===== src/rtl/alu_pkg.sv =====
// Shared definitions for the ALU sequencer slice: default widths, ALU opcode
// constants, the sequencer FSM encoding and the legal-opcode check.
package alu_pkg;

  localparam int ALU_SIZEDATA = 8;
  localparam int ALU_SIZEOP   = 6;

  localparam logic [5:0] OP_ADD = 6'h20;
  localparam logic [5:0] OP_SUB = 6'h22;
  localparam logic [5:0] OP_OR  = 6'h25;
  localparam logic [5:0] OP_XOR = 6'h26;
  localparam logic [5:0] OP_AND = 6'h24;
  localparam logic [5:0] OP_NOR = 6'h27;
  localparam logic [5:0] OP_SRA = 6'h03;
  localparam logic [5:0] OP_SRL = 6'h02;

  typedef enum logic [2:0] {
    LOAD_A  = 3'd0,
    LOAD_B  = 3'd1,
    LOAD_OP = 3'd2,
    EXEC    = 3'd3,
    SEND    = 3'd4
  } seq_state_t;

  // True when the zero-extended opcode is one the ALU implements.
  function automatic logic is_legal_op(input logic [31:0] op);
    case (op)
      32'(OP_ADD), 32'(OP_SUB), 32'(OP_OR),  32'(OP_XOR),
      32'(OP_AND), 32'(OP_NOR), 32'(OP_SRA), 32'(OP_SRL): is_legal_op = 1'b1;
      default:                                            is_legal_op = 1'b0;
    endcase
  endfunction

endpackage


===== src/rtl/alu_sequencer.sv =====
// ALU sequencer: collects operand A, operand B and an opcode from a byte
// stream, presents them to an external combinational ALU, captures the result
// and hands it downstream with a valid/ready handshake.
// Build option: define ALU_SEQ_OPCHECK_EN to reject illegal opcodes (result 0,
// ERROR set, EXEC skipped). Without it every opcode is executed and ERROR is 0.
module alu_sequencer
  import alu_pkg::*;
#(
  parameter int SIZEDATA = ALU_SIZEDATA,
  parameter int SIZEOP   = ALU_SIZEOP
) (
  input  logic                CLK,
  input  logic                RESET,
  input  logic [SIZEDATA-1:0] RX_DATA,
  input  logic                RX_VALID,
  output logic                RX_READY,
  output logic [SIZEDATA-1:0] ALU_DATOA,
  output logic [SIZEDATA-1:0] ALU_DATOB,
  output logic [SIZEOP-1:0]   ALU_OPCODE,
  input  logic [SIZEDATA-1:0] ALU_RESULT,
  output logic [SIZEDATA-1:0] TX_DATA,
  output logic                TX_VALID,
  input  logic                TX_READY,
  output logic                BUSY,
  output logic                ERROR,
  output logic [15:0]         DONE_COUNT
);

  seq_state_t        state_q;
  seq_state_t        state_d;
  logic              accept;
  logic              tx_hs;
  logic              op_legal;
  logic [SIZEOP-1:0] rx_op;
  logic [15:0]       done_cnt;

  assign rx_op      = RX_DATA[SIZEOP-1:0];
  assign accept     = RX_VALID && RX_READY;
  assign tx_hs      = TX_VALID && TX_READY;
  assign DONE_COUNT = done_cnt;

`ifdef ALU_SEQ_OPCHECK_EN
  logic error_q;
  assign op_legal = is_legal_op(32'(rx_op));
  assign ERROR    = error_q;
`else
  assign op_legal = 1'b1;
  assign ERROR    = 1'b0;
`endif

  // Next-state decode plus the RX_READY/BUSY flags derived from the state.
  always_comb begin
    state_d  = state_q;
    RX_READY = 1'b0;
    BUSY     = 1'b1;
    case (state_q)
      LOAD_A: begin
        RX_READY = !RESET;
        BUSY     = 1'b0;
        if (RX_VALID && !RESET) state_d = LOAD_B;
      end
      LOAD_B: begin
        RX_READY = !RESET;
        if (RX_VALID && !RESET) state_d = LOAD_OP;
      end
      LOAD_OP: begin
        RX_READY = !RESET;
        if (RX_VALID && !RESET) state_d = op_legal ? EXEC : SEND;
      end
      EXEC:    state_d = SEND;
      SEND:    if (tx_hs) state_d = LOAD_A;
      default: state_d = LOAD_A;
    endcase
  end

  // State register; reset abandons whatever transaction was in flight.
  always_ff @(posedge CLK) begin
    if (RESET) state_q <= LOAD_A;
    else       state_q <= state_d;
  end

  // Operand/opcode capture, result capture and completion bookkeeping.
  always_ff @(posedge CLK) begin
    if (RESET) begin
      ALU_DATOA  <= '0;
      ALU_DATOB  <= '0;
      ALU_OPCODE <= '0;
      TX_DATA    <= '0;
      TX_VALID   <= 1'b0;
      done_cnt   <= 16'd0;
`ifdef ALU_SEQ_OPCHECK_EN
      error_q    <= 1'b0;
`endif
    end else begin
      case (state_q)
        LOAD_A:  if (accept) ALU_DATOA <= RX_DATA;
        LOAD_B:  if (accept) ALU_DATOB <= RX_DATA;
        LOAD_OP: begin
          if (accept) begin
            ALU_OPCODE <= rx_op;
`ifdef ALU_SEQ_OPCHECK_EN
            // Illegal opcode: publish a zero result flagged as an error.
            if (!op_legal) begin
              TX_DATA  <= '0;
              TX_VALID <= 1'b1;
              error_q  <= 1'b1;
            end
`endif
          end
        end
        EXEC: begin
          TX_DATA  <= ALU_RESULT;
          TX_VALID <= 1'b1;
        end
        SEND: begin
          if (tx_hs) begin
            TX_VALID <= 1'b0;
            done_cnt <= done_cnt + 16'd1;
`ifdef ALU_SEQ_OPCHECK_EN
            error_q  <= 1'b0;
`endif
          end
        end
        default: ;
      endcase
    end
  end

endmodule


===== config.mk =====
export PLATFORM = sky130hd
export DESIGN_NAME = alu_sequencer
export DESIGN_NICKNAME = d
export VERILOG_FILES = /design/src/rtl/alu_pkg.sv /design/src/rtl/alu_sequencer.sv
export SDC_FILE = /design/constraint.sdc
export NUM_CORES = 1
export LEC_CHECK = 0
export ABC_AREA = 1
export CORE_MARGIN = 1
export CORE_UTILIZATION = 35
export DETAILED_ROUTE_END_ITERATION = 16
export SYNTH_ARGS = -nofsm -noshare
export SYNTH_HDL_FRONTEND = slang
export SYNTH_SLANG_ARGS = --single-unit

===== constraint.sdc =====
create_clock -name CLK -period 2 [get_ports CLK]
set_input_delay 0.4 -clock CLK [delete_from_list [all_inputs] [get_ports CLK]]
set_output_delay 0.4 -clock CLK [all_outputs]
set_load 0.01 [all_outputs]

Yosys cells after proc, flatten, opt, wreduce, memory -nomap -nowiden
Index checks and enable logic that the tools add are counted.
W data, S select, Z words.

word-level totals
  input bits = 20
  output and inout port bits = 50
  word-level logic and storage cells = 38
  flip-flop bits (word level) = 50

operators by class
  add/sub/neg operators = 1
  equal/unequal tests = 8
  muxes and demuxes = 9
  reduce and logical (&&, ||, !) cells = 13

operators by type and width
  kind                     count
  $add A16 B1 Y16 const B  1
  $pmux W3 S5              1
  $mux W3                  4
  $reduce_and A2 Y1        5
  $ne A2 B2 Y1 const B     4
  $eq A3 B2 Y1 const B     2
  $reduce_and A4 Y1        1
  $eq A3 B1 Y1 const B     1
  $eq A3 B3 Y1 const B     1
  $logic_and A1 B1 Y1      3
  $logic_not A3 Y1         1
  $mux W1                  3
  $reduce_or A3 Y1         1
  $pmux W1 S2              1
  $reduce_bool A2 Y1       1
  $logic_not A1 Y1         1

Longest topological paths before layout
Gate-level depths: netlist of run 1.

  word-level depth = 5
  depth in mapped cells = 8
  gate-level depth less buffers = 8

Worst setup path after synthesis of run 1
No wires, ideal clock.

  path type = reg2out
  from = reg state_q[2]
  to = out RX_READY
  arrival time = 0.988 ns
  slack = 0.612 ns
  cell stages (with the launch flop) = 4
  cell sequence = dfxtp_1 -> nor2_1 -> nand2_1 -> a31oi_1

between the ends
  cells in the longest elaborated chain, start to end = 3
  elaborated cells between the ends (all ways) = 5
  those cells by class = 2 x eq/ne; 1 x mux; 2 x reduce/logical

ends and longest elaborated chain
  what                                  RTL line             RTL
  from (decl)                           alu_sequencer.sv:29  seq_state_t state_q;
  from (signal assigned)                alu_sequencer.sv:79  else state_q <= state_d;
  $eq A3 B2 Y1 (tied with other cells)  alu_sequencer.sv:56  case (state_q)
  $reduce_or A3 Y1 (no source line) *   --
  $mux W1 *                             --
  to (decl)                             alu_sequencer.sv:16  output logic RX_READY,

Mark *: on every way between the ends. The rest lies on a longest branch, timed or not.

Worst setup path after layout of run 1
  from = reg state_q[1]
  to = out RX_READY

The elaborated chain is that of the path after synthesis.

==> key figures, run 1 <==
Pwr
  • Leak Pwr: 1.17 nW
  • Int Power: 1.52 mW
  • Gate power share: 11.6%
  • Clock power share: 35.2%
  • Reg power frac: 53.2%
  • Switching pwr: 0.455 mW
  • Peak VDD IR: 0.297 mV
  • Pwr dens: 661 nW/um^2
  • Net switching fraction of the power: 23.0%

Yosys
  • Post-Synthesis Cells: 289
  • Synth area leaders: dfxtp_1 47%, nand2_1 15%, o21ai_0 8.7%
  • Post-synth net total: 310
  • Synth area leader: dfxtp_1
  • Yosys warning total: 0
  • Number of synthesized flops with an enable pin: 0
  • Sequential area share after synthesis: 47.1%
  • Netlist cell types: 26
  • Async SR Flop Fraction: 0%
  • Post-Syn Area per Cell: 7.36 um^2
  • Area share of the largest cell type after synthesis: 47.1%
  • Synth Cell Area: 2130 um^2
  • Seq cells post-synth: 50
  • Top FF cell, synth: dfxtp_1

Timing
  • Setup TNS: 0 ns
  • RSZ-0062 raised after global routing: no
  • Slew Limit Fails: 0
  • Post-layout min period: 1.82 ns
  • Final hold slack: 0.489 ns
  • Fmax: 550 MHz
  • Final setup viols: 0
  • Post-route clock period utilization: 90.9%
  • Rel. slew slack: 58.0%
  • Worst-Margin Slew: 0.628 ns
  • Clock skew: 0.00716 ns
  • Fin. Hold Viols: 0

Finish
  • Layout cells sized above 1: 7.50%
  • Filler instances: 605
  • Design area: 2990 um^2
  • Final nets: 380
  • # diodes: 0
  • Final Core Density: 50.8%
  • Area grow syn2layout: 40.6%

Clock network
  • Clk slew on worst S/H paths: 0.09 ns
  • # clock sinks: 50
  • Num CTS Buffers: 5
  • CTS Hold Buffers Added: 0
  • Maximum clock path buffer count: 2
  • CTS root buffer: clkbuf_8
  • CTS tree: done
  • H-tree depth: 2
  • Later-pin clock latency in the skew report: 0.30 ns

Place
  • RePlAce Congestion: 0.792
  • Placed cell area: 2870 um^2
  • HPWL after DPL: 3.73 mm
  • IO Port Bufs: 68

Critical path
  • Crit. Startpoint: state_q[1]$_SDFFE_PP0P_
  • Setup crit end: RX_READY
  • Reg2reg start: DONE_COUNT[6]$_SDFFE_PP0P_
  • Crit-path max FO: 4
  • Worst r2r path cells: 7
  • Critical Path RT: 1.60 ns
  • Flop2flop setup slack: 0.55 ns
  • Arr. time, crit path: 1.42 ns
  • Crit start category: register
  • Setup crit end kind: primary output
  • Worst R2R End: DONE_COUNT[13]$_SDFFE_PP0P_
  • CP Class: reg -> out

GRT
  • Vias in the first global route: 1957
  • First-pass GRT wire length: 8.69 mm
  • GRT Overall Usage: 17.1%
  • Initial antenna violation count: 0
  • GRT Residual Overflow: 0
  • Largest net degree at the start of global routing: 43

Die
  • Core ar.: 5890 um^2
  • Initial Utilization: 36.1%
  • Height of the die: 79.9 um
  • Num ports: 70
  • Die footprint: 6390 um^2
  • Die width: 79.9 um
  • Row count: 28

Routing
  • Pre-antenna DRT Iters: 4
  • Remaining DRCs: 0
  • DR vias: 2046
  • WL final: 5.11 mm
  • DR iter-0 viols: 78
  • Routed length per instance: 11.8 um
  • Vias per inst: 4.70
  • Post-route ant nets: 0

Status
  • Outcome: finished, final reports clean

Job
  • Number of max-cap violations: 0

Min path
  • Min-delay worst type: reg -> reg
==> area by class of cell <==
class | count | area, um^2 | area share, %
Sequential cell | 50 | 1000 | 33.5
Multi-Input combinational cell | 202 | 968 | 32.4
Timing Repair Buffer | 72 | 712 | 23.8
Inverter | 28 | 105 | 3.52
Tap cell | 75 | 93.8 | 3.14
Clock buffer | 7 | 76.3 | 2.55
Clock inverter | 1 | 30.0 | 1.01
==> routing by layer <==
metal | share of wire (%) | up-vias | track usage, % | wire length, um
met5 | 0 | - | 0 | 0
met4 | 1.2 | 0 | 4.46 | 63
met3 | 6.8 | 8 | 4.80 | 347
met2 | 47 | 57 | 29.9 | 2380
li1 | - | 1052 | - | -
met1 | 45 | 929 | 20.6 | 2320
==> how the worst min path moves through the flow <==
stage | start | depth (start not counted) | slack, ns | endpoint
3_5_place_dp | ALU_DATOA[2]$_SDFFE_PP0P_ | 2 | 0.47 | ALU_DATOA[2]$_SDFFE_PP0P_
6_report | ALU_DATOB[1]$_SDFFE_PP0P_ | 2 | 0.49 | ALU_DATOB[1]$_SDFFE_PP0P_
3_3_place_gp | ALU_DATOA[5]$_SDFFE_PP0P_ | 2 | 0.47 | ALU_DATOA[5]$_SDFFE_PP0P_
5_1_grt | ALU_DATOB[1]$_SDFFE_PP0P_ | 2 | 0.51 | ALU_DATOB[1]$_SDFFE_PP0P_
2_1_floorplan | DONE_COUNT[2]$_SDFFE_PP0P_ | 1 | 0.50 | DONE_COUNT[2]$_SDFFE_PP0P_
4_1_cts | ALU_DATOA[6]$_SDFFE_PP0P_ | 2 | 0.49 | ALU_DATOA[6]$_SDFFE_PP0P_
==> per-stage QoR <==
stage / instances / worst slack [ns] / power, mW
6_report: 435 / 0.181 / 1.98
5_1_grt: 435 / 0.0689 / 2.06
4_1_cts: 435 / 0.0602 / 2.00
3_5_place_dp: 427 / 0.0448 / 1.30
3_3_place_gp: 427 / 0.0743 / 1.30
2_1_floorplan: 289 / 0.612 / 1.17
==> flip-flops by register name, indices dropped and copies added (netlist names) <==
name	count
ALU_DATOB	8
TX_DATA	8
TX_VALID	1
ALU_DATOA	8
state_q	3
DONE_COUNT	16
ALU_OPCODE	6
==> cells in the final DEF (no fill, tap or decap), drive strengths merged <==
cell           netlist  routed
a21oi               12      12
a31oi                1       1
and3                 1       1
buf                  6       4
bufinv               0       1
clkbuf               3       7
clkdlybuf4s50        0      66
conb                 1       1
dfxtp               50      50
dlygate4sd2          0       1
dlymetal6s2s         0       1
ha                   1       1
inv                 28      28
nand2               85      85
nand3                8       8
nand4                5       5
nor2                41      41
nor3                 7       7
o21ai               38      38
xnor2                1       1
xor2                 1       1
==> repair_timing <==
action,in CTS,in global routing
setup buffers,0,0
endpoints found under the setup margin,2,1
endpoints found under the hold margin,0,0
gates resized for setup,4,1
pin swaps,0,0
==> worst max-delay path, stage by stage (launching register included) <==
cell and delay (ns):
dfxtp_1 0.36, nor2_2 0.17, nand2_1 0.14, a31oi_1 0.18, dlygate4sd2_1 0.28
==> synth_stat cells, types with 2 or more instances <==
cell type and n:
nand4_1 5, nor3_4 3, nor2_1 36, nor3_1 4, dfxtp_1 50, buf_6 2, inv_1 26, nand2_1 83
nand2_2 2, inv_2 2, a21oi_1 12, nand3_1 7, o21ai_0 37, nor2_4 4, clkbuf_1 3, buf_2 3
==> power groups by stage <==
stage | combinational, mW | sequential [mW] | clock, mW
2_1_floorplan | 0.0894 | 1.08 | 0
3_3_place_gp | 0.230 | 1.07 | 0
3_5_place_dp | 0.233 | 1.07 | 0
4_1_cts | 0.232 | 1.05 | 0.718
5_1_grt | 0.251 | 1.06 | 0.758
6_report | 0.229 | 1.05 | 0.695
==> cell families after synthesis <==
group / synth area share [%]
XOR/XNOR: 0.824
other: 0.176
AO/OA/AOI/OAI: 12.2
AND/OR/NAND/NOR: 31.5
adder cells (fa/ha/maj): 0.588
buffers and inverters: 7.59
flip-flops: 47.1
No activity file was read; power rests on OpenSTA's default activity.
==> run 2, diff against run 1 <==
Settings changed: CELL_PAD_IN_SITES_DETAIL_PLACEMENT from default to 0, CELL_PAD_IN_SITES_GLOBAL_PLACEMENT from default to 1, CORE_UTILIZATION 35 to 34, PLACE_DENSITY_LB_ADDON from default to 0.1.
==> key figures, run 2 (synthesized netlist as in run 1, its figures left out) <==
Timing
  • RSZ-0062 raised after global routing: no (unchanged)
  • Fin. Hold Viols: 0 (unchanged)
  • Slew Limit Fails: 0 (unchanged)
  • Final setup viols: 0 (unchanged)
  • PnR worst setup slack: 0.130 ns (was 0.181 ns)
  • Post-route clock period utilization: 93.5% (was 90.9%)
  • Clock skew: 0.00776 ns (was 0.00716 ns)
  • Setup TNS: 0 ns (unchanged)
  • Post-layout min period: 1.87 ns (was 1.82 ns)
  • Fmax: 535 MHz (was 550 MHz)

Die
  • Core ar.: 5990 um^2 (was 5890 um^2)
  • Num ports: 70 (unchanged)
  • Die footprint: 6570 um^2 (was 6390 um^2)
  • Initial Utilization: 35.5% (was 36.1%)
  • Die width: 81.1 um (was 79.9 um)
  • Height of the die: 81.1 um (was 79.9 um)
  • Row count: 28 (unchanged)

GRT
  • Initial antenna violation count: 0 (unchanged)
  • Largest net degree at the start of global routing: 17 (was 43)
  • GRT Overall Usage: 16.7% (was 17.1%)
  • Vias in the first global route: 1845 (was 1957)
  • GRT Residual Overflow: 0 (unchanged)
  • First-pass GRT wire length: 8.44 mm (was 8.69 mm)

Job
  • Number of max-cap violations: 0 (unchanged)

Critical path
  • Critical Path RT: 1.60 ns (about the same)
  • Worst r2r path cells: 6 (was 7)
  • Arr. time, crit path: 1.47 ns (was 1.42 ns)
  • Crit start category: register (unchanged)
  • Crit-path max FO: 6 (was 4)
  • CP Class: reg -> out (unchanged)
  • Setup crit end kind: primary output (unchanged)

Finish
  • # diodes: 0 (unchanged)
  • Area grow syn2layout: 41.1% (was 40.6%)
  • Most common cell after layout, fill and taps aside: nand2_1 (unchanged)
  • Most frequent cells in the layout: 82 x nand2_1, 67 x clkdlybuf4s50_1, 49 x dfxtp_1, 37 x o21ai_0, 34 x nor2_1 (was 83 x nand2_1, 66 x clkdlybuf4s50_1, 49 x dfxtp_1, 37 x o21ai_0, 34 x nor2_1)
  • Max reg flops: 16 (unchanged)
  • Layout cells sized above 1: 9.09% (was 7.50%)
  • Final nets: 383 (was 380)
  • Final Core Density: 50.1% (was 50.8%)

Place
  • RePlAce Congestion: 0.761 (was 0.792)
  • IO Port Bufs: 68 (unchanged)
  • Setup slack after placement: 0.0741 ns (was 0.0448 ns)
  • HPWL after DPL: 3.78 mm (was 3.73 mm)

Clock network
  • Num CTS Buffers: 5 (unchanged)
  • CTS Hold Buffers Added: 0 (unchanged)
  • Clk slew on worst S/H paths: 0.09 ns (about the same)
  • CTS tree: done (unchanged)
  • Later-pin clock latency in the skew report: 0.30 ns (about the same)
  • Maximum clock path buffer count: 2 (unchanged)
  • H-tree depth: 2 (unchanged)
  • # clock sinks: 50 (unchanged)
  • CTS root buffer: clkbuf_8 (unchanged)

Routing
  • WL final: 5.07 mm (was 5.11 mm)
  • DR vias: 1992 (was 2046)
  • Pre-antenna DRT Iters: 4 (unchanged)
  • Post-route ant nets: 0 (unchanged)
  • DR iter-0 viols: 84 (was 78)
  • Routed length per instance: 11.6 um (was 11.8 um)
  • Vias per inst: 4.55 (was 4.70)
  • Remaining DRCs: 0 (unchanged)

Min path
  • Hold depth: 2 (unchanged)
  • Min-delay worst type: reg -> reg (unchanged)

Status
  • Outcome: finished, final reports clean (unchanged)

Pwr
  • Pwr dens: 631 nW/um^2 (was 661 nW/um^2)
  • Peak VDD IR: 0.327 mV (was 0.297 mV)
  • Leak Pwr: 1.16 nW (was 1.17 nW)
## run 2: power breakdown
part	total, mW	internal, mW	switching (mW)
sequential	1.05	1.03	0.0207
clock	0.610	0.279	0.331
combinational	0.235	0.123	0.112
## run 2: worst paths after layout
check                                           startpoint                           to  slack [ns]
worst min register to register  ALU_OPCODE[1]$_SDFFE_PP0P_   ALU_OPCODE[1]$_SDFFE_PP0P_        0.49
worst max register to register  DONE_COUNT[6]$_SDFFE_PP0P_  DONE_COUNT[11]$_SDFFE_PP0P_        0.57
worst min-delay path            ALU_OPCODE[1]$_SDFFE_PP0P_   ALU_OPCODE[1]$_SDFFE_PP0P_        0.49
worst max-delay path               state_q[0]$_SDFFE_PP0P_                         BUSY        0.13
## run 2: worst max-delay path, stage by stage (launching register included)
cell	delay, ns
dfxtp_2	0.40
inv_1	0.11
nand2_2	0.13
clkdlybuf4s50_1	0.54
## run 2: stage by stage
step                      cell area, um^2  hold slack (ns)  power [mW]  cells
after global routing                 3000            0.514        1.99    438
final                                3000            0.487        1.89    438
after floorplan                      2130            0.496        1.17    289
after global placement               2900            0.468        1.31    430
after CTS                            3000            0.494        1.92    438
after detailed placement             2900            0.473        1.31    430
## run 2: timing repair
item / CTS / global route
setup buffers: 0 / 0
endpoints found under the hold margin: 0 / 0
resized for setup: 4 / 1
setup endpoints to repair: 2 / 1
## run 2: layout make-up
cell class              count  area, um^2
multi-input cells         202         971
clock buffers               6        82.6
inverters                  28         105
well taps                  75        93.8
repair buffers             75         732
flip-flops and latches     50        1000
fillers                   621        2990
clock inverters             2        12.5
## run 2: per-layer routing
metal | vias to the layer above | share of wire, % | global-route usage [%]
met3 | 6 | 6.1 | 5.51
met4 | 0 | 1.1 | 4.82
met1 | 882 | 47 | 20.7
met2 | 44 | 46 | 27.6
met5 | - | 0 | 0
li1 | 1060 | - | -
